**src/rtl/mem_stall_ctrl.sv**
```systemverilog
`default_nettype none
// ============================================================================
//  Module   : mem_stall_ctrl
//  Brief    : Sequences the EX/MEM register and surrounding pipeline stages
//             around multi-cycle data-memory accesses. It drives a req/ack
//             handshake, inserts load-use bubbles, counts stall cycles
//             (saturating), and raises a sticky timeout error.
//  Revision : 1.0 - initial release
// ============================================================================
module mem_stall_ctrl #(
    parameter int TIMEOUT = 255,
    parameter int CNT_W   = 16
) (
    input  logic             clk_i,
    input  logic             rst_i,
    input  logic             EXMEM_MemRead_i,
    input  logic             EXMEM_MemWrite_i,
    input  logic             IDEX_MemRead_i,
    input  logic [4:0]       IDEX_RDaddr_i,
    input  logic [4:0]       IFID_RS1addr_i,
    input  logic [4:0]       IFID_RS2addr_i,
    input  logic             mem_ack_i,
    output logic             mem_req_o,
    output logic             mem_we_o,
    output logic             PC_stall_o,
    output logic             IFID_stall_o,
    output logic             IDEX_stall_o,
    output logic             IDEX_bubble_o,
    output logic             EXMEM_stall_o,
    output logic             MEMWB_bubble_o,
    output logic             busy_o,
    output logic             timeout_o,
    output logic [CNT_W-1:0] stall_cnt_o
);

    // The wait counter only has to reach TIMEOUT-1; keep at least one bit so
    // the declaration stays legal when the timeout is disabled.
    localparam int                c_WAIT_W    = (TIMEOUT > 1) ? $clog2(TIMEOUT) : 1;
    localparam logic [c_WAIT_W-1:0] c_WAIT_LAST = c_WAIT_W'((TIMEOUT > 0) ? (TIMEOUT - 1) : 0);
    localparam logic [c_WAIT_W-1:0] c_WAIT_ONE  = c_WAIT_W'(1);
    localparam logic [CNT_W-1:0]    c_CNT_ONE   = CNT_W'(1);
    localparam logic [CNT_W-1:0]    c_CNT_MAX   = {CNT_W{1'b1}};

    typedef enum logic [1:0] {
        ST_IDLE   = 2'd0,
        ST_ACCESS = 2'd1,
        ST_DONE   = 2'd2,
        ST_ERROR  = 2'd3
    } state_t;

    state_t                r_state;
    state_t                w_state_nxt;
    logic                  r_we;
    logic                  w_we_nxt;
    logic [c_WAIT_W-1:0]   r_wait_cnt;
    logic [c_WAIT_W-1:0]   w_wait_nxt;
    logic [CNT_W-1:0]      r_stall_cnt;

    logic                  w_memop;
    logic                  w_lu_hazard;
    logic                  w_mem_stall;

    assign w_memop     = EXMEM_MemRead_i | EXMEM_MemWrite_i;

    // Register 0 is hard-wired, so a load targeting it never creates a hazard.
    assign w_lu_hazard = IDEX_MemRead_i & (IDEX_RDaddr_i != 5'd0) &
                         ((IDEX_RDaddr_i == IFID_RS1addr_i) |
                          (IDEX_RDaddr_i == IFID_RS2addr_i));

    // The memory stall starts in the very cycle the memop is seen in IDLE, so
    // EX/MEM is frozen before the request goes out; ERROR holds it forever.
    assign w_mem_stall = ((r_state == ST_IDLE) & w_memop) |
                         (r_state == ST_ACCESS) |
                         (r_state == ST_ERROR);

    // State, latched write flag, wait counter and stall counter.
    always_ff @(posedge clk_i) begin
        if (!rst_i) begin
            r_state     <= ST_IDLE;
            r_we        <= 1'b0;
            r_wait_cnt  <= '0;
            r_stall_cnt <= '0;
        end else begin
            r_state    <= w_state_nxt;
            r_we       <= w_we_nxt;
            r_wait_cnt <= w_wait_nxt;
            if ((w_mem_stall | w_lu_hazard) && (r_stall_cnt != c_CNT_MAX)) begin
                r_stall_cnt <= r_stall_cnt + c_CNT_ONE;
            end
        end
    end

    // Next-state logic and output decode; every output is forced low in reset.
    always_comb begin
        w_state_nxt    = r_state;
        w_we_nxt       = r_we;
        w_wait_nxt     = r_wait_cnt;
        mem_req_o      = 1'b0;
        mem_we_o       = 1'b0;
        PC_stall_o     = 1'b0;
        IFID_stall_o   = 1'b0;
        IDEX_stall_o   = 1'b0;
        IDEX_bubble_o  = 1'b0;
        EXMEM_stall_o  = 1'b0;
        MEMWB_bubble_o = 1'b0;
        busy_o         = 1'b0;
        timeout_o      = 1'b0;

        case (r_state)
            ST_IDLE: begin
                if (w_memop) begin
                    w_state_nxt = ST_ACCESS;
                    w_we_nxt    = EXMEM_MemWrite_i;
                    w_wait_nxt  = '0;
                end
            end
            ST_ACCESS: begin
                if (mem_ack_i) begin
                    w_state_nxt = ST_DONE;
                end else if ((TIMEOUT != 0) && (r_wait_cnt == c_WAIT_LAST)) begin
                    w_state_nxt = ST_ERROR;
                end else begin
                    w_wait_nxt = r_wait_cnt + c_WAIT_ONE;
                end
            end
            // Always return to IDLE so the completed access is not reissued.
            ST_DONE:  w_state_nxt = ST_IDLE;
            ST_ERROR: w_state_nxt = ST_ERROR;
            default:  w_state_nxt = ST_IDLE;
        endcase

        if (rst_i) begin
            mem_req_o = (r_state == ST_ACCESS);
            mem_we_o  = (r_state == ST_ACCESS) & r_we;
            busy_o    = (r_state != ST_IDLE);
            timeout_o = (r_state == ST_ERROR);
            if (w_mem_stall) begin
                PC_stall_o     = 1'b1;
                IFID_stall_o   = 1'b1;
                IDEX_stall_o   = 1'b1;
                EXMEM_stall_o  = 1'b1;
                MEMWB_bubble_o = 1'b1;
            end else if (w_lu_hazard) begin
                PC_stall_o    = 1'b1;
                IFID_stall_o  = 1'b1;
                IDEX_bubble_o = 1'b1;
            end
        end
    end

    assign stall_cnt_o = rst_i ? r_stall_cnt : '0;

endmodule
`default_nettype wire

```
**config.mk**
```make
export PLATFORM = sky130hd
export DESIGN_NAME = mem_stall_ctrl
export DESIGN_NICKNAME = d
export VERILOG_FILES = /design/src/rtl/mem_stall_ctrl.sv
export SDC_FILE = /design/constraint.sdc
export NUM_CORES = 1
export LEC_CHECK = 0
export ABC_AREA = 1
export CAP_MARGIN = 25
export CORE_MARGIN = 10
export CORE_UTILIZATION = 44
export DETAILED_ROUTE_END_ITERATION = 8
export MAX_ROUTING_LAYER = met4
export PLACE_DENSITY = 0.78
export SETUP_SLACK_MARGIN = 0.1
export SLEW_MARGIN = 25
export SYNTH_ARGS = -nofsm -noshare
export SYNTH_HDL_FRONTEND = slang
export SYNTH_SLANG_ARGS = --single-unit
```
**constraint.sdc**
```tcl
create_clock -name clk_i -period 2.55 [get_ports clk_i]
set_clock_uncertainty 0.1 [all_clocks]
set_input_delay 0.6375 -clock clk_i [delete_from_list [all_inputs] [get_ports clk_i]]
set_output_delay 0.6375 -clock clk_i [all_outputs]
set_load 0.05 [all_outputs]
```
# Word level (Yosys, flattened, before mapping)
# Index checks and enable logic that the tools add are counted.
# word_totals
register_bits	27
# op_classes
bitwise	9
muxes	20
reduce_logical	8
n_eq_ne	11
n_addsub	2
# op_table
cell	count
8-bit two-way mux	3
16-bit by 1-bit adder with 16-bit output, second input constant	1
16-bit two-way mux	1
16-bit != test, second input constant	1
8-bit case mux with 2 select lines	1
1-bit two-way mux	11
5-bit == test	2
8-bit by 1-bit adder with 8-bit output, second input constant	1
8-bit == test, second input constant	1
2-bit case mux with 4 select lines	1
2-bit two-way mux	3
2-bit != test, second input constant	3
1-bit OR	5
5-bit nonzero test	1
1-bit AND	4
2-bit == test, second input constant	2
2-bit AND reduction	2
4-bit AND reduction	1
2-bit nonzero test	2
3-bit != test, second input constant	1
2-bit by 1-bit == test with 1-bit output, second input constant	1
2-bit logical NOT	1
1-bit logical AND	1

# Depth between registers and ports, before layout
# Gate-level depths: netlist (run 1).
# depth
ltp_word	6
depth_mapped	12
mapped_depth_nobuf	12

# Least setup slack after synthesis (run 1)
# Ideal clock, no wire load.
# synth_timing
kind	input-to-output
from	input port IDEX_RDaddr_i[2]
to	output port PC_stall_o
arrival_ns	2.214
path_slack_ns	-0.401
t_required_ns	1.812
stages	9
cell_sequence	inv_1 nand2_1 nand2_1 nor2_1 nand3_1 nand2_1 nand2_1 a21oi_1 buf_4
# synth_between
elab_chain_len	6
word_cells_on_any_way	9
classes_between	eq/ne: 2; mux: 3; bitwise: 3; reduce/logical: 1
# synth_lines
element	line	rtl
from (decl)	19	input logic [4:0] IDEX_RDaddr_i,
5-bit == test, or another cell as far along	67	((IDEX_RDaddr_i == IFID_RS1addr_i) |
1-bit OR / 1-bit AND (equally long branches)	67, 66	
1-bit AND (*)	66	assign w_lu_hazard = IDEX_MemRead_i & (IDEX_RDaddr_i != 5'd0) &
1-bit two-way mux (*) (3 in series)	-	
to (decl)	25	output logic PC_stall_o,
# Mark *: on every way between the ends. The rest lies on a longest branch, timed or not.

# Final worst setup path (run 1)
# layout_timing
from	input port IFID_RS1addr_i[2]
to	output port IFID_stall_o
# layout_between
elab_chain_len	6
# layout_lines
element	line	rtl
from (decl)	20	input logic [4:0] IFID_RS1addr_i,
5-bit == test	67	
1-bit OR	67	
1-bit AND	66	
1-bit two-way mux	143	end else if (w_lu_hazard) begin
1-bit two-way mux	137	if (w_mem_stall) begin
1-bit two-way mux	132	if (rst_i) begin
to (decl)	26	output logic IFID_stall_o,
# Every way passes these cells.

==> out/summary.log, run 1 <==
[global_route] pin count of the biggest net entering global routing 32
[placement] dpl hpwl 4.05 mm
[route] routed len/inst 11.9 um
[pwr] combinational fraction of design power 38.1%
[floorplanning] x dimension of the die 86.9 um
[clock_network] CTS tree yes
[setup_path] Critical Path Start Type primary input
[run] Max Cap Viol 0
[floorplanning] core footprint 4350 um^2
[hold_path] type of the most critical hold path register to register
[pwr] VDD IR max 358 uV
[timing] RSZ-0062 raised after global routing no
[final_layout] antenna fix cells 0
[hold_path] number of stages on the worst hold path 2
[route] Post-Route WL 5.07 mm
[floorplanning] number of standard-cell rows in the floorplan 24
[timing] number of endpoints failing setup at the final stage 0
[route] count of routing violations after the opening detailed-route iteration 157
[setup_path] Crit Reg-Reg Startpoint r_state[1]
[final_layout] signed area change from the synthesized netlist to the final layout 46.5%
[pwr] Power Dens Cells 407 nW/um^2
[pwr] post-layout total power 1.17 mW
[clock_network] Max Root-Sink Buffers 2
[global_route] number of global-route vias before repair 2,092
[setup_path] worst endpoint required time 1.81 ns
[setup_path] CP Data Arrival Time 1.68 ns
[floorplanning] overall die area 7540 um^2
[yosys] synthesized instance count 322
[floorplanning] Die Span Y 86.9 um
[route] via density per instance 4.87
[global_route] GRT Resource Usage Total 14.4%
[setup_path] worst setup slack for register-to-register paths 0.65 ns
[yosys] cell area after technology mapping 1970 um^2
[pwr] sequential fraction of design power 40.7%
[yosys] register area share after synthesis 27.5%
[route] final routed DRC violation total 0
[pwr] internal power summed over all cells 752 uW
[global_route] global route total overflow 0
[clock_network] Clock H-tree levels 1
[pwr] clock network power share 21.2%
[timing] worst hold slack 0.378 ns
[global_route] global-route track usage on met2 26.4%
[route] remaining antenna violation count 0
[pwr] switch share 35.8%
[global_route] highest-utilization routing layer at the global route stage met2
[yosys] post-synthesis average cell area 6.11 um^2
[clock_network] TritonCTS sink count 27
[route] First-pass DRT Iterations 4
[yosys] Synth Register Bits 27
[global_route] met3 Usage GRT 2.53%
[yosys] synthesized netlist net count 346
[final_layout] fill cell total of the finished layout 356
[timing] maximum clock rate 414 MHz
[timing] count of pins over their slew limit 0
[global_route] global-route wire length before repair 8.96 mm
[timing] share of the clock period used by the worst path 94.6%
[pwr] switching power 420 uW
[status] run status complete, no violations
[yosys] Yosys warnings 0
[clock_network] CTS Buf Count 3
[final_layout] share of layout cells above drive strength 1 24.4%
[hold_path] Hold EP r_we
[setup_path] critical path capture point type primary output
[timing] worst rel slew slack 73.4%
[setup_path] Critical Path Fanout Max 3
[clock_network] clock slew seen by the registers of the worst setup and hold paths 0.09 ns
[yosys] Cell variety after synth 35
[pwr] leak pwr 1.50 nW
[setup_path] Reg2Reg Capture Point r_wait_cnt[4]
[timing] post-route minimum period 2.41 ns
[setup_path] Setup crit start IFID_RS1addr_i[2]
[clock_network] Root Buffer sky130_fd_sc_hd__clkbuf_8
[hold_path] source of the worst hold timing path r_we
[floorplanning] starting density of the core 45.2%
[timing] slew at the pin closest to its max-slew limit 0.396 ns
[global_route] met1 usage in global routing 15.2%
[setup_path] depth of the most critical reg-to-reg path 10
[timing] Hold Fails Final Rpt 0
[placement] number of buffer cells added on primary ports 46
[setup_path] critical path type primary input to primary output
[final_layout] Final nets 398
[route] detailed-route via count 2,070
[final_layout] area of combinational cells with multiple inputs 1220 um^2
[placement] Final GP Congestion 0.823
[final_layout] Sequential Area 541 um^2
[floorplanning] Boundary Pins 47
[global_route] initial antenna violation count 0
[clock_network] clock network latency to the later pin of the worst-skew pair 0.27 ns
## cell usage after synthesis
| cell | n | area (um^2) |
|---|---|---|
| sky130_fd_sc_hd__nand2_1 | 89 | 334 |
| sky130_fd_sc_hd__inv_1 | 53 | 199 |
| sky130_fd_sc_hd__nor2_1 | 51 | 191 |
| sky130_fd_sc_hd__dfxtp_1 | 27 | 541 |
| sky130_fd_sc_hd__a21oi_1 | 20 | 100 |
| sky130_fd_sc_hd__nand3_1 | 19 | 95.1 |
| sky130_fd_sc_hd__nand4_1 | 6 | 37.5 |
| sky130_fd_sc_hd__o21ai_0 | 5 | 25.0 |
| sky130_fd_sc_hd__xor2_1 | 5 | 43.8 |
| sky130_fd_sc_hd__buf_4 | 4 | 30.0 |
| sky130_fd_sc_hd__nor3_1 | 4 | 20.0 |
| sky130_fd_sc_hd__ha_1 | 3 | 37.5 |
| sky130_fd_sc_hd__inv_2 | 3 | 11.3 |
| sky130_fd_sc_hd__nand2_2 | 3 | 18.8 |
| sky130_fd_sc_hd__nand3b_1 | 3 | 22.5 |
| sky130_fd_sc_hd__nor2_4 | 3 | 33.8 |
| sky130_fd_sc_hd__buf_2 | 2 | 10.0 |
| sky130_fd_sc_hd__buf_6 | 2 | 22.5 |
| sky130_fd_sc_hd__nand2_4 | 2 | 22.5 |
| sky130_fd_sc_hd__nor3_2 | 2 | 20.0 |
| sky130_fd_sc_hd__xnor2_1 | 2 | 17.5 |
| sky130_fd_sc_hd__a2111oi_0 | 1 | 8.76 |
| sky130_fd_sc_hd__and2_4 | 1 | 8.76 |
| sky130_fd_sc_hd__clkbuf_1 | 1 | 3.75 |
| sky130_fd_sc_hd__clkbuf_2 | 1 | 5.00 |
| sky130_fd_sc_hd__clkinv_1 | 1 | 3.75 |
| sky130_fd_sc_hd__nand3_2 | 1 | 10.0 |
| sky130_fd_sc_hd__nand3_4 | 1 | 17.5 |
| sky130_fd_sc_hd__nand4_4 | 1 | 21.3 |
| sky130_fd_sc_hd__nor2_8 | 1 | 20.0 |
| sky130_fd_sc_hd__nor3b_1 | 1 | 7.51 |
| sky130_fd_sc_hd__o21ai_1 | 1 | 5.00 |
| sky130_fd_sc_hd__o21bai_1 | 1 | 7.51 |
| sky130_fd_sc_hd__o41ai_1 | 1 | 8.76 |
| sky130_fd_sc_hd__or2_2 | 1 | 6.26 |
## flip-flops by register name (all words and copies together) (netlist names)
register and flops:
r_stall_cnt 16, r_wait_cnt 8, r_state 2, r_we 1
## power by group through the flow
| stage | logic [mW] | clock network, mW | registers, mW |
|---|---|---|---|
| after floorplan | 0.259 | 0 | 0.475 |
| after global placement | 0.421 | 0 | 0.485 |
| after detailed placement | 0.431 | 0 | 0.487 |
| after CTS | 0.438 | 0.253 | 0.477 |
| after global routing | 0.485 | 0.266 | 0.483 |
| final | 0.446 | 0.249 | 0.477 |
## per-layer routing
layer / up-vias / part of all wire [%]
li1: 1089 / -
met3: 12 / 3.6
met5: - / 0
met1: 930 / 40
met4: 0 / 2.4
met2: 39 / 54
## layout make-up
class                   count  area share [%]
repair buffers             57            27.4
inverters                  57            7.77
multi-input cells         228            42.2
clock buffers               4            1.56
flip-flops and latches     27            18.8
well taps                  52            2.26
## critical path: stages
cell and delay, ns:
sky130_fd_sc_hd__buf_6 0.08, sky130_fd_sc_hd__inv_1 0.04, sky130_fd_sc_hd__nand2_2 0.06, sky130_fd_sc_hd__nand2_1 0.06, sky130_fd_sc_hd__nor2_1 0.13, sky130_fd_sc_hd__nand3_1 0.10, sky130_fd_sc_hd__nand2_1 0.10, sky130_fd_sc_hd__nand2_2 0.10
sky130_fd_sc_hd__a21oi_4 0.21, sky130_fd_sc_hd__buf_12 0.16
## kinds of logic after synthesis
group / count (synthesis) / synth area share, %
AND/OR/NAND/NOR: 189 / 45.1
XOR/XNOR: 7 / 3.12
buffers and inverters: 67 / 14.5
flip-flops: 27 / 27.5
adder cells (fa/ha/maj): 3 / 1.91
AO/OA/AOI/OAI: 29 / 7.89
## layout by cell type (no fill, tap or decap), types with 5 or more instances in the layout
| master | n |
|---|---|
| sky130_fd_sc_hd__a21oi_1 | 19 |
| sky130_fd_sc_hd__buf_12 | 28 |
| sky130_fd_sc_hd__buf_4 | 10 |
| sky130_fd_sc_hd__buf_6 | 5 |
| sky130_fd_sc_hd__dfxtp_1 | 27 |
| sky130_fd_sc_hd__inv_1 | 48 |
| sky130_fd_sc_hd__inv_2 | 6 |
| sky130_fd_sc_hd__nand2_1 | 83 |
| sky130_fd_sc_hd__nand2_2 | 7 |
| sky130_fd_sc_hd__nand3_1 | 19 |
| sky130_fd_sc_hd__nand4_1 | 6 |
| sky130_fd_sc_hd__nor2_1 | 49 |
| sky130_fd_sc_hd__xor2_1 | 5 |
## worst max path at each step
stage / to / slack, ns / depth (start not counted)
global route: IFID_stall_o / 0.10 / 10
floorplan: IDEX_bubble_o / 0.06 / 4
CTS: PC_stall_o / 0.10 / 6
detailed placement: IDEX_bubble_o / -0.31 / 10
finish: IFID_stall_o / 0.14 / 10
global placement: IFID_stall_o / -0.23 / 10
## through the flow
| step | setup TNS (ns) | setup WS [ns] | util [%] | std cells | cell area [um^2] |
|---|---|---|---|---|---|
| 6_report | 0 | 0.136 | 66.2 | 425 | 2880 |
| 5_1_grt | 0 | 0.104 | 66.2 | 425 | 2880 |
| 4_1_cts | 0 | 0.104 | 65.6 | 425 | 2860 |
| 3_5_place_dp | -1.77 | -0.311 | 64.3 | 419 | 2800 |
| 3_3_place_gp | -1.24 | -0.230 | 64.3 | 419 | 2800 |
| 2_1_floorplan | 0 | 0.0643 | - | 322 | 1990 |
## timing repair
item,in CTS,in global routing
hold buffers,0,0
pin swaps,23,16
setup endpoints to repair,26,3
gates resized for setup,63,24
setup buffers,2,0
gates cloned,0,0
Note: power is estimated with default switching activity, not from simulation.
==> run 2, diff against run 1 <==
CTS_CLUSTER_DIAMETER = 40   (was default)
==> results of run 2 <==
Same layout as run 1: the final DEF is identical, and so are final timing and power.
